**config.mk**
```make
export PLATFORM = sky130hd
export DESIGN_NAME = sha256_padder
export DESIGN_NICKNAME = d
export VERILOG_FILES = /design/src/rtl/sha256_pkg.sv /design/src/rtl/sha256_byte_packer.sv /design/src/rtl/sha256_padder.sv
export SDC_FILE = /design/constraint.sdc
export NUM_CORES = 1
export LEC_CHECK = 0
export CORE_UTILIZATION = 28
export CTS_BUF_LIST = sky130_fd_sc_hd__clkbuf_4 sky130_fd_sc_hd__clkbuf_8 sky130_fd_sc_hd__clkbuf_16
export DETAILED_ROUTE_END_ITERATION = 10
export DONT_BUFFER_PORTS = 1
export GPL_ROUTABILITY_DRIVEN = 0
export GPL_TIMING_DRIVEN = 0
export SETUP_SLACK_MARGIN = 0.4
export SYNTH_ARGS = -nofsm -noshare
export SYNTH_HDL_FRONTEND = slang
export SYNTH_SLANG_ARGS = --single-unit
```
**constraint.sdc**
```tcl
create_clock -name clk -period 20.3 [get_ports clk]
set_clock_uncertainty 0.05 [all_clocks]
set_input_delay 2.03 -clock clk [delete_from_list [all_inputs] [get_ports clk]]
set_output_delay 2.03 -clock clk [all_outputs]
set_load 0.02 [all_outputs]
```
**src/rtl/sha256_pkg.sv**
```systemverilog
// Shared state encoding, padding constants and length-field helper for the
// SHA-256 message padder.
package sha256_pkg;

  typedef enum logic [2:0] {
    ST_IDLE  = 3'd0,
    ST_DATA  = 3'd1,
    ST_PAD80 = 3'd2,
    ST_ZERO  = 3'd3,
    ST_LEN   = 3'd4
  } pad_state_e;

  localparam logic [7:0] PAD_BYTE    = 8'h80;
  localparam logic [5:0] LEN_POS     = 6'd56;
  localparam int         BLOCK_BYTES = 64;
  localparam logic [5:0] LAST_POS    = 6'(BLOCK_BYTES - 1);

  // Byte idx (0 = most significant) of the 64-bit big-endian bit length.
  function automatic logic [7:0] len_byte(input logic [63:0] bits, input logic [2:0] idx);
    logic [63:0] shifted;
    shifted = bits >> {3'd7 - idx, 3'b000};
    return shifted[7:0];
  endfunction

endpackage

```
**src/rtl/sha256_byte_packer.sv**
```systemverilog
// 512-bit block register filled one byte per cycle at a wrapping position,
// holding the finished block until the consumer takes it.
module sha256_byte_packer
  import sha256_pkg::*;
(
  input  logic         clk,
  input  logic         rst,
  input  logic         i_clr,
  input  logic         i_wr_en,
  input  logic [7:0]   i_wr_byte,
  input  logic         i_wr_last,
  input  logic         i_ready,
  output logic [511:0] o_blk,
  output logic [5:0]   o_pos,
  output logic         o_valid,
  output logic         o_last
);

  logic [511:0] r_blk;
  logic [5:0]   r_pos;
  logic         r_valid;
  logic         r_last;
  logic [8:0]   w_msb;

  // Byte p lives at bits [511-8p -: 8]; 511-8p equals {~p, 3'b111}.
  assign w_msb = {~r_pos, 3'b111};

  // Block storage, write position and valid/last hold; a write to byte 0 may
  // share the cycle with the handshake of the previous block.
  always_ff @(posedge clk or posedge rst) begin
    if (rst) begin
      r_blk   <= 512'd0;
      r_pos   <= 6'd0;
      r_valid <= 1'b0;
      r_last  <= 1'b0;
    end else if (i_clr) begin
      r_pos   <= 6'd0;
      r_valid <= 1'b0;
      r_last  <= 1'b0;
    end else begin
      if (r_valid && i_ready) begin
        r_valid <= 1'b0;
        r_last  <= 1'b0;
      end
      if (i_wr_en) begin
        r_blk[w_msb -: 8] <= i_wr_byte;
        r_pos             <= r_pos + 6'd1;
        if (r_pos == LAST_POS) begin
          r_valid <= 1'b1;
          r_last  <= i_wr_last;
        end
      end
    end
  end

  assign o_blk   = r_blk;
  assign o_pos   = r_pos;
  assign o_valid = r_valid;
  assign o_last  = r_last;

endmodule

```
**src/rtl/sha256_padder.sv**
```systemverilog
// SHA-256 message padder: byte stream in, padded 512-bit blocks out.
// Optional in_last/length consistency check: define SHA256_PAD_LEN_CHECK_EN.
module sha256_padder
  import sha256_pkg::*;
#(
  parameter int LEN_W = 32
)
(
  input  logic             clk,
  input  logic             rst,
  input  logic             i_start,
  input  logic [LEN_W-1:0] i_msg_len,
  output logic [63:0]      o_num_blocks,
  input  logic [7:0]       i_in_data,
  input  logic             i_in_valid,
  output logic             o_in_ready,
  input  logic             i_in_last,
  output logic [511:0]     o_blk_data,
  output logic             o_blk_valid,
  input  logic             i_blk_ready,
  output logic             o_blk_last,
  output logic             o_busy,
  output logic             o_err
);

  localparam logic [LEN_W-1:0] LEN_ONE  = LEN_W'(1);
  localparam logic [LEN_W-1:0] LEN_ZERO = {LEN_W{1'b0}};

  pad_state_e       r_state;
  pad_state_e       w_next;
  logic [LEN_W-1:0] r_bytes_left;
  logic [63:0]      r_len_bits;
  logic [63:0]      r_num_blocks;
  logic             r_err;

  logic [63:0]  w_len_ext;
  logic         w_start_acc;
  logic         w_accept;
  logic         w_err_set;
  logic         w_wr_en;
  logic [7:0]   w_wr_byte;
  logic         w_wr_last;
  logic         w_stall;
  logic [5:0]   w_pos;
  logic         w_blk_valid;
  logic         w_blk_last;
  logic [511:0] w_blk_data;

  assign w_len_ext = 64'(i_msg_len);
  assign w_stall   = w_blk_valid && !i_blk_ready;

  sha256_byte_packer u_packer (
    .clk       (clk),
    .rst       (rst),
    .i_clr     (w_start_acc),
    .i_wr_en   (w_wr_en),
    .i_wr_byte (w_wr_byte),
    .i_wr_last (w_wr_last),
    .i_ready   (i_blk_ready),
    .o_blk     (w_blk_data),
    .o_pos     (w_pos),
    .o_valid   (w_blk_valid),
    .o_last    (w_blk_last)
  );

  // Next-state and byte-write selection for the padding sequence.
  always_comb begin
    w_next      = r_state;
    w_start_acc = 1'b0;
    w_accept    = 1'b0;
    w_err_set   = 1'b0;
    w_wr_en     = 1'b0;
    w_wr_byte   = 8'h00;
    w_wr_last   = 1'b0;
    case (r_state)
      ST_IDLE: begin
        if (i_start) begin
          w_start_acc = 1'b1;
          w_next      = (i_msg_len != LEN_ZERO) ? ST_DATA : ST_PAD80;
        end else begin
          w_next = ST_IDLE;
        end
      end
      ST_DATA: begin
        if (!w_blk_valid && i_in_valid) begin
          w_accept  = 1'b1;
          w_wr_en   = 1'b1;
          w_wr_byte = i_in_data;
`ifdef SHA256_PAD_LEN_CHECK_EN
          w_err_set = (i_in_last != (r_bytes_left == LEN_ONE));
`endif
          if (r_bytes_left == LEN_ONE) begin
            w_next = ST_PAD80;
          end else begin
            w_next = ST_DATA;
          end
        end else begin
          w_next = ST_DATA;
        end
      end
      ST_PAD80: begin
        if (!w_stall) begin
          w_wr_en   = 1'b1;
          w_wr_byte = PAD_BYTE;
          w_next    = ((w_pos + 6'd1) == LEN_POS) ? ST_LEN : ST_ZERO;
        end else begin
          w_next = ST_PAD80;
        end
      end
      ST_ZERO: begin
        // Zero fill may wrap through a block boundary before reaching 56.
        if (!w_stall) begin
          w_wr_en = 1'b1;
          if ((w_pos + 6'd1) == LEN_POS) begin
            w_next = ST_LEN;
          end else begin
            w_next = ST_ZERO;
          end
        end else begin
          w_next = ST_ZERO;
        end
      end
      ST_LEN: begin
        // Only the final block can be pending here; wait for its handshake.
        if (w_blk_valid) begin
          if (i_blk_ready) begin
            w_next = ST_IDLE;
          end else begin
            w_next = ST_LEN;
          end
        end else begin
          w_wr_en   = 1'b1;
          w_wr_byte = len_byte(r_len_bits, w_pos[2:0]);
          w_wr_last = 1'b1;
          w_next    = ST_LEN;
        end
      end
      default: begin
        w_next = ST_IDLE;
      end
    endcase
  end

  // State register plus length bookkeeping latched at an accepted start.
  always_ff @(posedge clk or posedge rst) begin
    if (rst) begin
      r_state      <= ST_IDLE;
      r_bytes_left <= LEN_ZERO;
      r_len_bits   <= 64'd0;
      r_num_blocks <= 64'd0;
      r_err        <= 1'b0;
    end else begin
      r_state <= w_next;
      if (w_start_acc) begin
        r_bytes_left <= i_msg_len;
        r_len_bits   <= w_len_ext << 3;
        r_num_blocks <= ((w_len_ext + 64'd8) >> 6) + 64'd1;
        r_err        <= 1'b0;
      end else begin
        if (w_accept) begin
          r_bytes_left <= r_bytes_left - LEN_ONE;
        end
        if (w_err_set) begin
          r_err <= 1'b1;
        end
      end
    end
  end

`ifndef SHA256_PAD_LEN_CHECK_EN
  logic w_unused_last;
  assign w_unused_last = i_in_last;
`endif

  assign o_num_blocks = r_num_blocks;
  assign o_in_ready   = (r_state == ST_DATA) && !w_blk_valid;
  assign o_blk_data   = w_blk_data;
  assign o_blk_valid  = w_blk_valid;
  assign o_blk_last   = w_blk_last;
  assign o_busy       = (r_state != ST_IDLE);
`ifdef SHA256_PAD_LEN_CHECK_EN
  assign o_err        = r_err;
`else
  assign o_err        = 1'b0;
`endif

endmodule

```
==> results of run 1 <==
-- final timing paths --
path | startpoint | endpoint | slack [ns] | cells past startpoint
max in group asynchronous | rst | u_packer.o_blk[178]$_DFFE_PP0P_ | 17.27 | 3
min reg2reg | r_len_bits[26]$_DFFE_PP0P_ | r_len_bits[26]$_DFFE_PP0P_ | 0.42 | 2
max reg2reg | r_state[0]$_DFF_PP0_ | u_packer.o_blk[229]$_DFFE_PP0P_ | 16.09 | 9
max | i_in_valid | u_packer.o_blk[229]$_DFFE_PP0P_ | 15.88 | 9
min | r_len_bits[26]$_DFFE_PP0P_ | r_len_bits[26]$_DFFE_PP0P_ | 0.42 | 2
min in group asynchronous | rst | u_packer.o_blk[100]$_DFFE_PP0P_ | 1.24 | 1
-- per-stage QoR --
step | hold WS, ns | instance area, sq um
2_1_floorplan | 0.390 | 26000
3_3_place_gp | 0.406 | 27500
3_5_place_dp | 0.410 | 27800
4_1_cts | 0.426 | 30400
5_1_grt | 0.447 | 30400
6_report | 0.424 | 30400
-- Yosys cell counts (all sizes together) (12+ instances only) --
library cell / instances
inv: 13
nand2b: 29
nand3: 46
a21oi: 13
xor2: 12
o21ai: 129
clkbuf: 67
mux2: 425
nor3: 16
nor2: 217
dfrtp: 615
nand2: 279
o211ai: 21
nor4: 17
xnor2: 20
buf: 52
-- flip-flops by register name, indices dropped and copies added (netlist names) --
register          cells
o_num_blocks         28
r_state               3
u_packer.o_last       1
u_packer.o_valid      1
r_len_bits           32
u_packer.o_pos        6
r_bytes_left         32
u_packer.o_blk      512
-- cell families (layout without fill, tap and decap cells) --
logic type / after synthesis / after routing / synth area share, %
muxes: 437 / 437 / 19.2
xor gates and xnor gates: 32 / 32 / 1.08
adders and majority gates: 11 / 11 / 0.522
buffers and inverters: 132 / 280 / 2.54
AOI/OAI and AO/OA: 209 / 209 / 4.93
and+or+nand+nor: 674 / 674 / 12.2
DFF: 615 / 615 / 59.5
other: 1 / 39 / 0.0145
-- metal layers --
layer	vias to the layer above	GRT usage [%]	wire, um
met3	150	6.25	7660
li1	7556	-	-
met2	674	31.9	44200
met5	-	0	0
met4	0	6.50	2830
met1	8982	23.6	37300
-- layout by cell type (no fill, tap or decap), types with 28 or more instances in the layout --
| cell | n |
|---|---|
| sky130_fd_sc_hd__dfrtp_1 | 615 |
| sky130_fd_sc_hd__mux2_2 | 425 |
| sky130_fd_sc_hd__buf_4 | 40 |
| sky130_fd_sc_hd__o21ai_0 | 128 |
| sky130_fd_sc_hd__nor2_1 | 179 |
| sky130_fd_sc_hd__nand2b_1 | 29 |
| sky130_fd_sc_hd__clkbuf_16 | 74 |
| sky130_fd_sc_hd__clkbuf_1 | 67 |
| sky130_fd_sc_hd__nor2_2 | 28 |
| sky130_fd_sc_hd__nand3_1 | 45 |
| sky130_fd_sc_hd__nand2_1 | 279 |
| sky130_fd_sc_hd__conb_1 | 37 |
-- layout make-up --
cell class | instances | area [sq um]
clock inverter | 35 | 424
sequential | 615 | 15400
antenna | 2 | 5.00
clock buffer | 97 | 2120
multi-input combinational | 1400 | 10000
inverter | 13 | 56.3
buffer | 119 | 608
fill | 9092 | 61100
tap | 1186 | 1480
timing repair buffer | 16 | 289
-- power by group --
group	leakage (nW)	switching, W	total, W	internal [W]
Combinational	4.51	0.000309	0.000443	0.000134
Sequential	8.45	0.000130	0.00144	0.00131
Clock	1.26	0.000567	0.00138	0.000811
-- worst register-to-register path, delay by kind of cell, from the launching register on --
kind                   cells  cell delay (ns)
buffers and inverters      2             0.75
multiplexers               1             0.41
AND/OR/NAND/NOR            5             2.21
AO/OA/AOI/OAI              1             0.21
flip-flops                 1             0.44
==> results list, run 1 <==
* Post-CTS Setup Repair Bufs: 0
- Detailed placement ended at an HPWL of around 68 mm.
* Arrival time worst endpoint: 4.87 ns
- In the final routed layout, each cell accounts on average for about 26 um.
- Post-CTS clock slew at the launch and capture registers of the worst setup and hold paths: 0.05 ns
- The H-tree was split into 3 levels.
- The final count of pins violating max slew came to 0.
- GRT Util Overall: 19.3%
- CTS tree: yes
- The run finished with clean final reports.
- Measured along the x axis, the die boundary spans 306 um.
- Die Y: 306 um
* Worst setup EP type: flip-flop
* Post-synth top area cell: sky130_fd_sc_hd__dfrtp_1
- Clock insertion delay at the later pin of the skew report: roughly 0.65 ns
* Power Dens Cells: 107 nW/um^2
- Overall power: 0.00327 W
- Share of cells above drive strength 1: 30.2%
- Buffers & Inverters on Critical Path: 2
- Die Footprint: 93600 sq um
- At the end of the flow the core is filled with cells to 33.2%.
- In this run the tool buffered the top-level ports with 0 buffer cells.
* Clock Sinks: 615
* Critical path class: primary input to flip-flop
- Maximum clock rate: 226 MHz
* Count of boundary I/O pins: around 630
- Across the VDD grid, the largest voltage drop is between 0.06 and 0.07 mV.
- Prior to clock tree synthesis, the placed netlist has a worst setup slack of 15.08 ns.
- In the synthesized netlist, the number of instances is 2111.
- Slowest cell on the critical path: sky130_fd_sc_hd__nor2_2
* Worst hold path class: flip-flop to flip-flop
* Avg Inst Size Synth: 12.3 sq um
* Vias per inst: 4.98
- # rows: 111
* Hold bufs inserted after CTS: 0
* # Max-Cap Violations: 0
- The initial utilization of the core area, before any placement, comes to 28.3%.
- The number of global-route vias before repair was 17407.
- Critical Path RT: 20.75 ns
- The initial antenna violation count was 7.
* Seq/Total Area, Yosys: 59.5%
- In this run, synthesis produced a sequential element count of 615.
- The clock passes through at most 3 buffers.
- After floorplanning, the core was sized to cover 91500 sq um.
* Placed Instances: approximately 3300
* CTS Buf Count: 73
- Grouping stages by cell kind, the critical path spends the most delay in simple AND/OR/NAND/NOR gates.
* Proportion of synthesized flip-flops having asynchronous set or reset: 100%
* Total negative slack: 0 ns
- The routed layout has 17362 vias.
- Initial drt markers: between 1000 and 1500
- Static Leakage: roughly 14 nW
* Final worst-path cycle share: 21.8%
* Cell type with the highest occurrence count on the critical path: sky130_fd_sc_hd__a21oi_1
- Max-Slew Margin vs Limit: 17.4%
- Synth-to-layout area growth: 17.5%
- EDFF count, synth: 0
- Post-route non-filler standard cell count: 3483
* Cell Chain, Critical Path: a21oi_1, o21ai_0, a21oi_1, clkbuf_1, nor2_1, nand2_1, buf_2, nor2_2, mux2_2
* Yosys cell types: 69
- Post-route worst setup slack: approximately 16 ns
- After layout, the minimum clock period comes to between 4 and 5 ns.
- Maximum number of pins on one net before global-route repair: roughly 130
* Post-Syn Area: approximately 26000 sq um
- Among all flip-flop cells after synthesis, the most frequent one is sky130_fd_sc_hd__dfrtp_1.
- DRC: 0
* Dominant cells by area after synthesis: sky130_fd_sc_hd__dfrtp_1 (59%), sky130_fd_sc_hd__mux2_2 (18%), sky130_fd_sc_hd__nand2_1 (4.0%), sky130_fd_sc_hd__nor2_1 (2.6%), sky130_fd_sc_hd__o21ai_0 (2.5%)
* Setup repair after global routing missed its margin: false
* Final hold violations: 0
- Setup violations remaining at the end of the flow were counted as 0.
- After global routing the overflow that remains totals 0.
- Resized cells post-CTS: 0
- Pin slew with the least headroom to its limit: between 1 and 1.5 ns
- Worst Setup Start Kind: primary input
- Before antenna repair, the detailed router went through 5 iterations.
- Clock root buffer master: sky130_fd_sc_hd__clkbuf_16
* Crit Path Max Fanout: 10
- Yosys top cell area share: 59.5%
- For this run, the number of Yosys warnings is 0.
- DRT antenna net count: 0
* Post-Route WL: 92.0 mm
- For this run, the slowest stage of the critical path takes 0.68 ns.
* NumNets Final: 2294
- The first global-routing pass estimated 131 mm of wire.
(Power assumes the default switching activity.)
==> run 2: changes to the inputs <==
--- a/config.mk
+++ b/config.mk
@@ -5,6 +5,7 @@
 export SDC_FILE = /design/constraint.sdc
 export NUM_CORES = 1
 export LEC_CHECK = 0
+export ABC_AREA = 1
 export CORE_UTILIZATION = 28
 export CTS_BUF_LIST = sky130_fd_sc_hd__clkbuf_4 sky130_fd_sc_hd__clkbuf_8 sky130_fd_sc_hd__clkbuf_16
 export DETAILED_ROUTE_END_ITERATION = 10
==> constraint.sdc (replaced) <==
create_clock -name clk -period 4 [get_ports clk]
set_clock_uncertainty 0.05 [all_clocks]
set_input_delay 0.4 -clock clk [delete_from_list [all_inputs] [get_ports clk]]
set_output_delay 0.4 -clock clk [all_outputs]
set_load 0.02 [all_outputs]
==> run 2 against run 1 <==
Net effect:
- clock-buffer cell count is the same
- power grew to 5.4 times the previous value
- die area grew 0.92%
- largest cell class unchanged
- largest power group unchanged
==> results list, run 2 <==
* Critical R2R Capture: u_packer.o_blk[382]$_DFFE_PP0P_ (was u_packer.o_blk[229]$_DFFE_PP0P_)
- The endpoint of the worst hold-timing path is r_len_bits[22]$_DFFE_PP0P_ (was r_len_bits[26]$_DFFE_PP0P_).
- Proportion of synthesized flip-flops having asynchronous set or reset: 100% (unchanged)
* Synth-to-layout area growth: 19.2% (was 17.5%)
- Static timing analysis puts the maximum clock frequency at ~290 MHz.
- The total I/O pin count was 627 (unchanged).
- The count of buffers added by post-CTS timing repair for setup came to 0 (unchanged).
* # Max-Cap Violations: 0 (unchanged)
- The post-synthesis average cell area came to 8.81 sq um (was 12.3 sq um).
* Clock Sinks: 615 (unchanged)
* CTS tree: yes (unchanged)
- The number of DRC violations after detailed routing is 0 (unchanged).
- Die Y: 307 um (was 306 um)
- Cell Chain, Critical Path: inv_2, nand2_1, clkinvlp_4, a22oi_1, nand2_1, a22oi_1, nor2_1, nand3_1, o21ai_0 (was a21oi_1, o21ai_0, a21oi_1, clkbuf_1, nor2_1, nand2_1, buf_2, nor2_2, mux2_2)
- The logic depth of the worst register-to-register path came to 9 (unchanged).
- Buffers & Inverters on Critical Path: 2 (unchanged)
- The global-route congestion overflow total was 0 (unchanged).
- GRT Util Overall: 22.2% (was 19.3%)
* Yosys Warn Count: 0 (unchanged)
- The first-pass iteration count of the detailed router came to 5 (unchanged).
- CTS Buf Count: 74 (was 73)
- Maximum clock path buffer count: 3 (unchanged)
* Number of antenna violations at the first check in global routing: 7 (unchanged)
- Area of placed instances: 28100 sq um (was 27800 sq um)
* Most common flop cell mapped by yosys: sky130_fd_sc_hd__dfrtp_1 (unchanged)
- Static Leakage: 13.9 nW (was 14.2 nW)
* Slowest cell on the critical path: sky130_fd_sc_hd__a22oi_1 (was sky130_fd_sc_hd__nor2_2)
- Number of gates on the worst path with buffers counted: 9 (unchanged)
* Slack of the worst reg-to-reg path: 0.52 ns (was 16.09 ns)
- Global-route wire length before repair: 153 mm (was 131 mm)
* Worst hold path class: primary input to flip-flop (was flip-flop to flip-flop)
* Gate count after technology mapping: 2964 (was 2111)
* Most common cell after layout, fill and taps aside: sky130_fd_sc_hd__nand2_1 (was sky130_fd_sc_hd__dfrtp_1)
- The final wirelength was 107 mm (was 92.0 mm).
- Synthesized flop and latch total: 615 (unchanged)
* Power Dens Cells: 567 nW/um^2 (was 107 nW/um^2)
- NumNets Final: 3181 (was 2294)
* Clock root buffer master: sky130_fd_sc_hd__clkbuf_16 (unchanged)
- Worst flop-to-flop path startpoint: u_packer.o_pos[0]$_DFFE_PP0P_ (was r_state[0]$_DFF_PP0_)
- Post-CTS clock slew at the launch and capture registers of the worst setup and hold paths: 0.07 ns (was 0.05 ns)
* Setup repair after global routing missed its margin: true (was false)
* Commonest non-fill, non-tap cells in the layout: sky130_fd_sc_hd__nand2_1 (978), sky130_fd_sc_hd__dfrtp_1 (615), sky130_fd_sc_hd__o21ai_0 (450), sky130_fd_sc_hd__nor2_1 (155), sky130_fd_sc_hd__nand3_1 (133) (was sky130_fd_sc_hd__dfrtp_1 (615), sky130_fd_sc_hd__mux2_2 (425), sky130_fd_sc_hd__nand2_1 (279), sky130_fd_sc_hd__nor2_1 (179), sky130_fd_sc_hd__o21ai_0 (128))
* Final hold violations: 0 (unchanged)
- Number of failing setup endpoints in the final timing report: 0 (unchanged)
- Yosys top cell area share: 58.9% (was 59.5%)
- Initial drt markers: 1837 (was 1294)
* Seq/Total Area, Yosys: 58.9% (was 59.5%)
- The distinct cell type count of the synthesized netlist is 43 (was 69).
- Starting Density: 28.4% (was 28.3%)
- The path type of the worst setup path was flip-flop to flip-flop (was primary input to flip-flop).
- # rows: 111 (unchanged)
- Arrival time worst endpoint: 3.94 ns (was 4.87 ns)
- Flip-flop count of the largest register, all copies and words added: 512 (unchanged)
* Critical Path RT: 4.46 ns (was 20.75 ns)
* Min cycle time layout: 3.48 ns
- The critical-path maximum fanout is 10 (unchanged).
* Util after Layout: 33.8% (was 33.2%)
- The standard cell core area is 92100 sq um (was 91500 sq um).
- Worst Setup Start Kind: flip-flop (was primary input)
- Die Footprint: 94500 sq um (was 93600 sq um)
* Count of port buffers added during placement: 0 (unchanged)
- Most common cell in the synthesized netlist: sky130_fd_sc_hd__nand2_1 (was sky130_fd_sc_hd__dfrtp_1)
* Maximum resistive drop on vdd: 0.312 mV (was 0.0636 mV)
- The transition time at the pin with the least slew margin was 1.16 ns (was 1.24 ns).
- H-Tree Depth: 3 (unchanged)
* Most numerous cell types in the synthesized netlist: sky130_fd_sc_hd__nand2_1 (980), sky130_fd_sc_hd__dfrtp_1 (615), sky130_fd_sc_hd__o21ai_0 (450) (was sky130_fd_sc_hd__dfrtp_1 (615), sky130_fd_sc_hd__mux2_2 (425), sky130_fd_sc_hd__nand2_1 (279))
- The detailed-placement wirelength estimate came to 83.0 mm (was 67.6 mm).
- The source of the worst hold timing path was i_msg_len[19] (was r_len_bits[26]$_DFFE_PP0P_).
* Maximum number of pins on one net before global-route repair: 44 (was 128)
- Via count: 22144 (was 17362)
* Final count of pins violating max slew: 0 (unchanged)
- Largest incremental delay on the critical path: 0.60 ns (was 0.68 ns)
- Total of fill cells in the finished design: 9674 (was 9092)
* Share of cells above drive strength 1: 10.3% (was 30.2%)
- The worst hold path cell count is 2 (unchanged).
- Max-Slew Margin vs Limit: 22.8% (was 17.4%)
- DRT antenna net count: 0 (unchanged)
- The critical path's top delay family was simple AND/OR/NAND/NOR gates (unchanged).
- Clock insertion delay at the later pin of the skew report: 0.65 ns (about the same)
- The top cell type by total area after synthesis was sky130_fd_sc_hd__dfrtp_1 (unchanged).
- Number of global-route vias before repair: 21490 (was 17407)
* Die Width: 307 um (was 306 um)
- Worst setup EP type: flip-flop (unchanged)
- EDFF count, synth: 0 (unchanged)
- The routed length per placed instance was 24.2 um (was 26.4 um).
- Finished Cell Area: 31100 sq um (was 30400 sq um)
- Final worst-path cycle share: 86.9%
- Vias per inst: 4.99 (was 4.98)
- Status: finished, final reports clean (unchanged)
- Post-Syn Area: 26100 sq um (was 25900 sq um)
- Dominant cells by area after synthesis: sky130_fd_sc_hd__dfrtp_1 (59%), sky130_fd_sc_hd__nand2_1 (14%), sky130_fd_sc_hd__o21ai_0 (8.6%), sky130_fd_sc_hd__nand3_1 (2.6%), sky130_fd_sc_hd__nor2_1 (2.3%) (was sky130_fd_sc_hd__dfrtp_1 (59%), sky130_fd_sc_hd__mux2_2 (18%), sky130_fd_sc_hd__nand2_1 (4.0%), sky130_fd_sc_hd__nor2_1 (2.6%), sky130_fd_sc_hd__o21ai_0 (2.5%)).
[run 2: per-stage QoR]
stage	instances	setup slack, ns	hold WS (ns)	TNS (ns)	total power, W
2_1_floorplan	3000	-4.84	0.394	-2978.47	0.00925
3_3_place_gp	4243	-8.39	0.408	-5082.48	0.0104
3_5_place_dp	4260	0.355	0.338	0	0.0105
4_1_cts	4428	0.323	0.00207	0	0.0178
5_1_grt	4429	0.311	0.0383	0	0.0184
6_report	4434	0.525	0.0567	0	0.0177
[run 2: cell families (layout without fill, tap and decap cells)]
kind of cell,after synthesis,in the layout,share of synthesized area [%]
buffers and inverters,292,477,5.13
XOR/XNOR,36,36,1.21
adder cells (fa/ha/maj),10,10,0.479
other,1,43,0.0144
AND/OR/NAND/NOR,1394,1394,21.9
AO/OA/AOI/OAI,616,616,12.4
flip-flops,615,615,58.9
[run 2: what timing repair did]
action	CTS	global route
hold buffers	32	0
endpoints found under the hold margin	84	0
resized for setup	0	10
cloned	0	0
pin swaps	0	0
setup endpoints to repair	9	252
[run 2: report_power, final]
part / internal (W) / switching [W] / leakage (nW)
clock: 0.00430 / 0.00290 / 1.31
combinational: 0.000713 / 0.00211 / 4.14
sequential: 0.00675 / 0.000889 / 8.45
total: 0.0118 / 0.00590 / 13.9
[run 2: area by class of cell]
cell class / count / area, sq um / share of cell area [%]
antenna: 6 / 15.0 / 0.0482
buffer: 159 / 841 / 2.70
clock buffer: 97 / 2070 / 6.64
clock inverter: 39 / 552 / 1.77
inverter: 133 / 507 / 1.63
multi-input combinational: 2093 / 9550 / 30.7
sequential: 615 / 15400 / 49.4
tap: 1243 / 1560 / 5.00
timing repair buffer: 49 / 661 / 2.12
[run 2: metal layers]
metal / vias to the layer above / routed length (um) / global-route usage (%)
met5: - / 46 / 0
met4: 8 / 4510 / 9.41
met3: 235 / 11300 / 7.43
met2: 1040 / 51700 / 37.5
met1: 10823 / 39900 / 25.7
li1: 10038 / - / -
[run 2: how the worst max path moves through the flow]
stage / from / endpoint / slack, ns
after floorplan: rst / o_num_blocks[0]$_DFFE_PP0P_ / -4.84
after global routing: u_packer.o_pos[0]$_DFFE_PP0P_ / u_packer.o_blk[510]$_DFFE_PP0P_ / 0.31
after CTS: u_packer.o_pos[1]$_DFFE_PP0P_ / u_packer.o_blk[240]$_DFFE_PP0P_ / 0.32
final: u_packer.o_pos[0]$_DFFE_PP0P_ / u_packer.o_blk[382]$_DFFE_PP0P_ / 0.52
after global placement: rst / u_packer.o_blk[173]$_DFFE_PP0P_ / -8.39
after detailed placement: u_packer.o_pos[1]$_DFFE_PP0P_ / u_packer.o_blk[240]$_DFFE_PP0P_ / 0.35
